**src/rtl/bram_port_arbiter.sv**
```systemverilog
// Arbitrates the lockstep x/y/z point-cloud BRAM ports between core bursts, feeder reads and
// outlier write-back clears, returning read data tagged to the requester that issued it.
module bram_port_arbiter #(
    parameter int BUS_SIZE     = 64,
    parameter int BRAM_SHIFT   = 2,
    parameter int CORE_BEATS   = 5,
    parameter int RD_LAT       = 1,
    parameter int STARVE_LIMIT = 8
) (
    input  logic                clock,
    input  logic                reset_n,
    input  logic                core_req,
    input  logic [31:0]         core_base,
    output logic                core_gnt,
    output logic                core_rvalid,
    output logic                core_done,
    input  logic                feed_req,
    input  logic [31:0]         feed_addr,
    output logic                feed_gnt,
    output logic                feed_rvalid,
    input  logic                wb_req,
    input  logic [31:0]         wb_addr,
    output logic                wb_gnt,
    output logic [BUS_SIZE-1:0] rd_x,
    output logic [BUS_SIZE-1:0] rd_y,
    output logic [BUS_SIZE-1:0] rd_z,
    output logic [31:0]         addr_x,
    output logic [31:0]         addr_y,
    output logic [31:0]         addr_z,
    output logic [BUS_SIZE-1:0] write_in_x,
    output logic [BUS_SIZE-1:0] write_in_y,
    output logic [BUS_SIZE-1:0] write_in_z,
    output logic                en_x,
    output logic                en_y,
    output logic                en_z,
    output logic                rst_x,
    output logic                rst_y,
    output logic                rst_z,
    output logic [3:0]          we_x,
    output logic [3:0]          we_y,
    output logic [3:0]          we_z,
    input  logic [BUS_SIZE-1:0] read_out_x,
    input  logic [BUS_SIZE-1:0] read_out_y,
    input  logic [BUS_SIZE-1:0] read_out_z,
    output logic                busy
);

    localparam int BEAT_W   = (CORE_BEATS > 1) ? $clog2(CORE_BEATS) : 1;
    localparam int STARVE_W = $clog2(STARVE_LIMIT + 1);
    localparam logic [BEAT_W-1:0]   LAST_BEAT  = BEAT_W'(CORE_BEATS - 1);
    localparam logic [STARVE_W-1:0] STARVE_MAX = STARVE_W'(STARVE_LIMIT);
    localparam logic TAG_CORE = 1'b1;
    localparam logic TAG_FEED = 1'b0;

    typedef enum logic {IDLE, CORE_BURST} state_e;

    state_e                state_q, state_d;
    logic [31:0]           addr_q, addr_d, base_q, base_d;
    logic [BEAT_W-1:0]     beat_q, beat_d;
    logic [STARVE_W-1:0]   starve_q, starve_d;
    logic                  en_q, en_d;
    logic [3:0]            we_q, we_d;
    logic                  core_gnt_q, core_gnt_d, feed_gnt_q, feed_gnt_d, wb_gnt_q, wb_gnt_d;
    logic                  tag_q, tag_d, last_q, last_d;
    logic [RD_LAT-1:0]     pv_q, pv_d, pt_q, pt_d, pl_q, pl_d;
    logic                  feed_ok, wb_ok, starved, win_core, win_feed, win_wb, rd_issue;

    // A single-beat requester granted last cycle is ignored once so a held request is not granted twice.
    assign feed_ok  = feed_req && !feed_gnt_q;
    assign wb_ok    = wb_req && !wb_gnt_q;
    assign starved  = (starve_q >= STARVE_MAX);
    assign win_core = (state_q == IDLE) && core_req;
    assign win_feed = (state_q == IDLE) && !core_req && feed_ok && (starved || !wb_ok);
    assign win_wb   = (state_q == IDLE) && !core_req && wb_ok && !(feed_ok && starved);
    assign rd_issue = en_q && (we_q == 4'h0);

    always_ff @(posedge clock or negedge reset_n) begin
        if (!reset_n) state_q <= IDLE;
        else          state_q <= state_d;
    end

    always_comb begin
        state_d = state_q;
        case (state_q)
            IDLE:       if (win_core && (CORE_BEATS > 1)) state_d = CORE_BURST;
            CORE_BURST: if (beat_q == LAST_BEAT) state_d = IDLE;
            default:    state_d = IDLE;
        endcase
    end

    always_comb begin
        addr_d     = addr_q;
        base_d     = base_q;
        beat_d     = beat_q;
        en_d       = 1'b0;
        we_d       = 4'h0;
        core_gnt_d = 1'b0;
        feed_gnt_d = 1'b0;
        wb_gnt_d   = 1'b0;
        tag_d      = tag_q;
        last_d     = 1'b0;
        starve_d   = starve_q;
        if (state_q == CORE_BURST) begin
            en_d   = 1'b1;
            addr_d = base_q + (32'(beat_q) << BRAM_SHIFT);
            beat_d = beat_q + BEAT_W'(1);
            tag_d  = TAG_CORE;
            last_d = (beat_q == LAST_BEAT);
        end else if (win_core) begin
            core_gnt_d = 1'b1;
            en_d       = 1'b1;
            addr_d     = core_base;
            base_d     = core_base;
            beat_d     = BEAT_W'(1);
            tag_d      = TAG_CORE;
            last_d     = (CORE_BEATS == 1);
        end else if (win_feed) begin
            feed_gnt_d = 1'b1;
            en_d       = 1'b1;
            addr_d     = feed_addr;
            tag_d      = TAG_FEED;
        end else if (win_wb) begin
            wb_gnt_d = 1'b1;
            en_d     = 1'b1;
            we_d     = 4'hf;
            addr_d   = wb_addr;
        end
        if (win_feed)                                 starve_d = '0;
        else if (feed_ok && (starve_q < STARVE_MAX))  starve_d = starve_q + STARVE_W'(1);
    end

    always_ff @(posedge clock or negedge reset_n) begin
        if (!reset_n) begin
            addr_q     <= '0;
            base_q     <= '0;
            beat_q     <= '0;
            starve_q   <= '0;
            en_q       <= 1'b0;
            we_q       <= 4'h0;
            core_gnt_q <= 1'b0;
            feed_gnt_q <= 1'b0;
            wb_gnt_q   <= 1'b0;
            tag_q      <= 1'b0;
            last_q     <= 1'b0;
            pv_q       <= '0;
            pt_q       <= '0;
            pl_q       <= '0;
        end else begin
            addr_q     <= addr_d;
            base_q     <= base_d;
            beat_q     <= beat_d;
            starve_q   <= starve_d;
            en_q       <= en_d;
            we_q       <= we_d;
            core_gnt_q <= core_gnt_d;
            feed_gnt_q <= feed_gnt_d;
            wb_gnt_q   <= wb_gnt_d;
            tag_q      <= tag_d;
            last_q     <= last_d;
            pv_q       <= pv_d;
            pt_q       <= pt_d;
            pl_q       <= pl_d;
        end
    end

    // Read-return shift: the top stage lines up with the BRAM data RD_LAT cycles after issue.
    generate
        if (RD_LAT == 1) begin : g_pipe_one
            assign pv_d = rd_issue;
            assign pt_d = tag_q;
            assign pl_d = last_q;
        end else begin : g_pipe_deep
            assign pv_d = {pv_q[RD_LAT-2:0], rd_issue};
            assign pt_d = {pt_q[RD_LAT-2:0], tag_q};
            assign pl_d = {pl_q[RD_LAT-2:0], last_q};
        end
    endgenerate

    assign core_gnt    = core_gnt_q;
    assign feed_gnt    = feed_gnt_q;
    assign wb_gnt      = wb_gnt_q;
    assign core_rvalid = pv_q[RD_LAT-1] && (pt_q[RD_LAT-1] == TAG_CORE);
    assign feed_rvalid = pv_q[RD_LAT-1] && (pt_q[RD_LAT-1] == TAG_FEED);
    assign core_done   = core_rvalid && pl_q[RD_LAT-1];
    assign busy        = (state_q != IDLE) || rd_issue || (|pv_q);

    assign rd_x       = read_out_x;
    assign rd_y       = read_out_y;
    assign rd_z       = read_out_z;
    assign addr_x     = addr_q;
    assign addr_y     = addr_q;
    assign addr_z     = addr_q;
    assign en_x       = en_q;
    assign en_y       = en_q;
    assign en_z       = en_q;
    assign we_x       = we_q;
    assign we_y       = we_q;
    assign we_z       = we_q;
    assign write_in_x = '0;
    assign write_in_y = '0;
    assign write_in_z = '0;
    assign rst_x      = 1'b0;
    assign rst_y      = 1'b0;
    assign rst_z      = 1'b0;

endmodule
```
**config.mk**
```make
export PLATFORM = sky130hd
export DESIGN_NAME = bram_port_arbiter
export DESIGN_NICKNAME = d
export VERILOG_FILES = /design/src/rtl/bram_port_arbiter.sv
export SDC_FILE = /design/constraint.sdc
export NUM_CORES = 1
export LEC_CHECK = 0
export BUFFER_PORTS_ARGS = -buffer_cell sky130_fd_sc_hd__buf_2
export CAP_MARGIN = 0
export CORE_AREA = 2 2 312 314
export DETAILED_ROUTE_END_ITERATION = 7
export DIE_AREA = 0 0 314 316
export GPL_TIMING_DRIVEN = 0
export PLACE_DENSITY_LB_ADDON = 0.25
export SYNTH_ARGS = -nofsm -noshare
export SYNTH_HDL_FRONTEND = slang
export SYNTH_SLANG_ARGS = --single-unit
```
**constraint.sdc**
```tcl
create_clock -name clock -period 3 [get_ports clock]
set_input_delay 0.6 -clock clock [delete_from_list [all_inputs] [get_ports clock]]
set_output_delay 0.6 -clock clock [all_outputs]
set_load 0.01 [all_outputs]
```
== Yosys cells after proc, flatten, opt, wreduce, memory -nomap -nowiden ==
Cells that the tools add are included.

* Output and inout port bits: 505
* Logic and storage cells: 81
* Bits in registers: 85

* Magnitude comparators: 2
* Multiplexer cells: 30
* Equal/unequal tests: 1
* Reductions and logical operators: 28
* Add/sub/neg operators: 3
* Bitwise logic cells: 2

{| class="wikitable"
|+ Operator list
! kind !! number
|-
| two-way mux 32 bit || 4
|-
| adder 32 x 5 -> 32 bit || 1
|-
| two-way mux 4 bit || 6
|-
| two-way mux 1 bit || 17
|-
| logical AND 1 bit || 14
|-
| two-way mux 3 bit || 2
|-
| zero test 1 bit || 5
|-
| adder 4 x 1 -> 4 bit, second input constant || 1
|-
| >= comparator 4 bit, second input constant || 1
|-
| zero test 4 bit || 1
|-
| less-than comparator 4 bit, second input constant || 1
|-
| nonzero test 2 bit || 2
|-
| nonzero test 4 bit || 1
|-
| adder 3 x 1 -> 3 bit, second input constant || 1
|-
| equality test 3 bit, second input constant || 1
|-
| logical OR 1 bit || 3
|-
| nonzero test 3 bit || 1
|-
| inverter 1 bit || 2
|-
| one-hot mux 1 bit (2 select lines) || 1
|-
| AND reduction 2 bit || 1
|}

== Depth between registers and ports, before layout ==
* Depth after elaboration: 9
* Mapped depth: 8
* Mapped depth without buffers: 7

== Worst setup path before layout ==
OpenSTA, ideal clock, no wires.

* Kind: register to register
* Start: reg beat_q[0]
* End: reg addr_q[26], in the netlist addr_x[26]
* Required time: 2874 ps
* Setup time: 126 ps
* Arrival: 2012 ps
* Cell stages (with the launch flop): 8
* Slack: 862 ps
* Buffers on the path: 0
* Cell sequence: dfrtp_1 > ha_1 > fa_1 > a21oi_2 > nor4_4 > nand4_1 > xnor2_1 > a221o_1

* Longest elaborated chain between the ends: 2

{| class="wikitable"
|+ Ends and longest elaborated chain
! item !! RTL line !! RTL
|-
| start: declaration || 59 || <nowiki>logic [BEAT_W-1:0] beat_q, beat_d;</nowiki>
|-
| start signal: assignment || 151 || <nowiki>beat_q <= beat_d;</nowiki>
|-
| adder 32 x 5 -> 32 bit || 105 || <nowiki>addr_d = base_q + (32'(beat_q) << BRAM_SHIFT);</nowiki>
|-
| two-way mux 32 bit || 103 || <nowiki>if (state_q == CORE_BURST) begin</nowiki>
|-
| end signal: assignment || 149 || <nowiki>addr_q <= addr_d;</nowiki>
|-
| end: declaration || 58 || <nowiki>logic [31:0] addr_q, addr_d, base_q, base_d;</nowiki>
|}

Every way passes these cells.
A chain may end at the register's enable or synchronous reset.

==> results.toml <==
[run_status]
status = "complete, no violations"

[global_route]
first_global_vias = 6723
grt_pass1_wl_um = 50000
antenna_found_initial = 18
grt_max_degree = 43
overflow = 0
grt_use_total_pct = 7.10

[layout]
final_area_um2 = 12800
seq_area_um2 = 2030
n_fill_cell = 11100
multi_input_area_um2 = 3090
fin_cells = 2849
drive_above_1_share_pct = 59.1
syn_to_final_growth_pct = 59.2
final_nets = 1865

[clocking]
cts_tree = "yes"
clock_latency_ns = 0.35
htreeDepth = 3
cts_buffers = 9
clock-sinks = 81
clk_path_buf_depth = 2
path_clk_slew_ns = 0.07
cts_hold_buf = 0
clockRootBuffer = "clkbuf_16"

[placement]
globalplace.congestion = 0.839
io_buffers = 410
dpl_cell_area_um2 = 12400
dp_hpwl_um = 33800
dpl.cell_count = 2827

[die]
dieWidth_um = 314
rows = 114
core_um2 = 96000
start_util_pct = 8.37
dieArea_um2 = 99200
die_y_um = 316
pin_count = 798

[drt]
via_per_inst = 2.62
drtAntennaViolNets = 0
routedWlPerCell_um = 13.5
routed_wl_um = 38300
num_vias = 7456
drt_iter0_drc = 254
drtPass1Iterations = 4
drc = 0

[critical_path]
r2r_slack_ns = 0.25
crit_required_ns = 3.23
cp_top_family = "simple AND/OR/NAND/NOR gates"
critical_path.startpoint_type = "flip-flop"
crit_arrival_ns = 2.98
reg2reg_to = "addr_x[21]"
crit_fanout = 16
critPathCaptureType = "flip-flop"
crit_chain = "nand2b_1 > and3_1 > buf_2 > inv_2 > nand2b_1 > buf_2 > a211oi_1 > a221o_1"
critPathKind = "reg -> reg"
cpPeakStageDelay_ns = 0.73
rr_worst_depth = 8
cpMaxStageDelayCell = "dfrtp_1"
regToRegStartpoint = "we_x[2]"
path_buf_inv = 3

[yosys]
synthDominantCellAreaShare_pct = 43.6
yosysSeqAreaShare_pct = 25.2
syn_avg_cell_area_um2 = 8.49
syn_inst = 946
synth_cell_types = 60
async_reset_ff_share_pct = 100
yosysWarnings = 0
yosys-top-cells-area = "buf_4 44%, dfrtp_1 25%, nand2_1 5.0%"
synth_commonest_cells = "466 x buf_4, 106 x nand2_1, 81 x dfrtp_1"
yosysTopAreaCell = "buf_4"
synth_most_common_cell = "buf_4"
netlist_area_um2 = 8030
synth_edf_count = 0
ys_seq_elements = 81
synth-main-ff-cell = "dfrtp_1"

[timing]
setup_viol = 0
min_period_over_period_pct = 91.7
drv_slew = 0
worst_pin_slew_ns = 0.941
slew_headroom_pct = 37.3
hold-worst-slack_ns = 0.252
finalCriticalPeriod_ns = 2.75
hold_viol_final = 0
fmax_mhz = 363
rsz0062_at_grt = "false"
clock_skew_ns = 0.0112

[power]
powerDensity_nw_per_um2 = 625
power_w = 0.00799
worst_ir_drop_vdd_mv = 0.349
p_leak_nw = 6.98

[worst_hold_path]
worstHoldPathType = "in -> async"

[run]
drv_cap = 0
-- sequential cells by signal, indices dropped and copies added (netlist names) --
| name | flops |
|---|---|
| addr_x | 32 |
| base_q | 32 |
| beat_q | 3 |
| core_gnt | 1 |
| en_x | 1 |
| feed_gnt | 1 |
| last_q | 1 |
| pl_q | 1 |
| pt_d | 1 |
| pt_q | 1 |
| pv_q | 1 |
| starve_q | 4 |
| state_q | 1 |
| we_x | 1 |
-- cell families (layout without fill, tap and decap cells) --
family | Yosys count | count (layout) | share of synthesized area, %
buffers and inverters | 504 | 933 | 45.4
and+or+nand+nor | 193 | 193 | 11.3
adders and majority gates | 8 | 8 | 1.34
muxes | 36 | 36 | 4.72
DFF | 81 | 81 | 25.2
other | 1 | 199 | 0.0467
xor gates and xnor gates | 29 | 29 | 3.16
AOI/OAI and AO/OA | 94 | 94 | 8.77
-- per-stage QoR --
stage	setup slack (ns)	utilization [%]	setup TNS (ns)
6_report	0.249	13.3	0
2_1_floorplan	0.862	-	0
5_1_grt	0.0165	13.3	0
3_5_place_dp	-0.0562	13.0	-0.171
4_1_cts	-0.00490	13.3	-0.00490
3_3_place_gp	-0.0775	12.9	-0.239
-- worst max path at each step --
stage | startpoint | end | cells after the start
5_1_grt | we_x[2] | addr_x[9] | 7
4_1_cts | we_x[2] | addr_x[25] | 6
2_1_floorplan | beat_q[0] | addr_x[26] | 7
3_5_place_dp | we_x[2] | addr_x[17] | 6
3_3_place_gp | we_x[2] | addr_x[17] | 6
6_report | we_x[2] | addr_x[21] | 8
-- cell type report --
cell class              count  area share [%]
inverters                  11           0.323
multi-input cells         555            24.2
well taps                1276            12.5
repair buffers            413            16.4
clock buffers              10            1.79
plain buffers             493            28.2
diodes                      4          0.0783
clock inverters             6           0.714
flip-flops and latches     81            15.8
-- where the power goes --
| group | leakage, nW | switching [W] | internal (W) |
|---|---|---|---|
| sequential | 0.988 | 0.000763 | 0.00161 |
| combinational | 5.85 | 0.00222 | 0.00217 |
| clock | 0.145 | 0.000493 | 0.000733 |
-- cells in the final DEF, fill, tap and decap left out, types with 11 or more instances in the layout --
master	n
buf_4	470
buf_2	413
conb_1	195
nand2_1	106
dfrtp_1	81
nor2_1	30
clkbuf_1	21
mux2i_1	20
o21ai_0	17
xnor2_1	16
a21oi_1	15
mux2_2	14
xor2_1	13
a22oi_1	11
-- routing by layer --
layer | global-route usage (%) | vias up | part of all wire, %
met4 | 1.29 | 8 | 1.5
met3 | 1.47 | 43 | 7.2
li1 | - | 3668 | -
met1 | 8.64 | 3303 | 40
met2 | 12.9 | 434 | 51
met5 | 0 | - | 0.13
-- repair_timing --
| action | CTS | global route |
|---|---|---|
| pin swaps | 0 | 1 |
| resized for setup | 2 | 0 |
| setup buffers | 0 | 2 |
| setup endpoints to repair | 4 | 2 |
(Power assumes the default switching activity.)
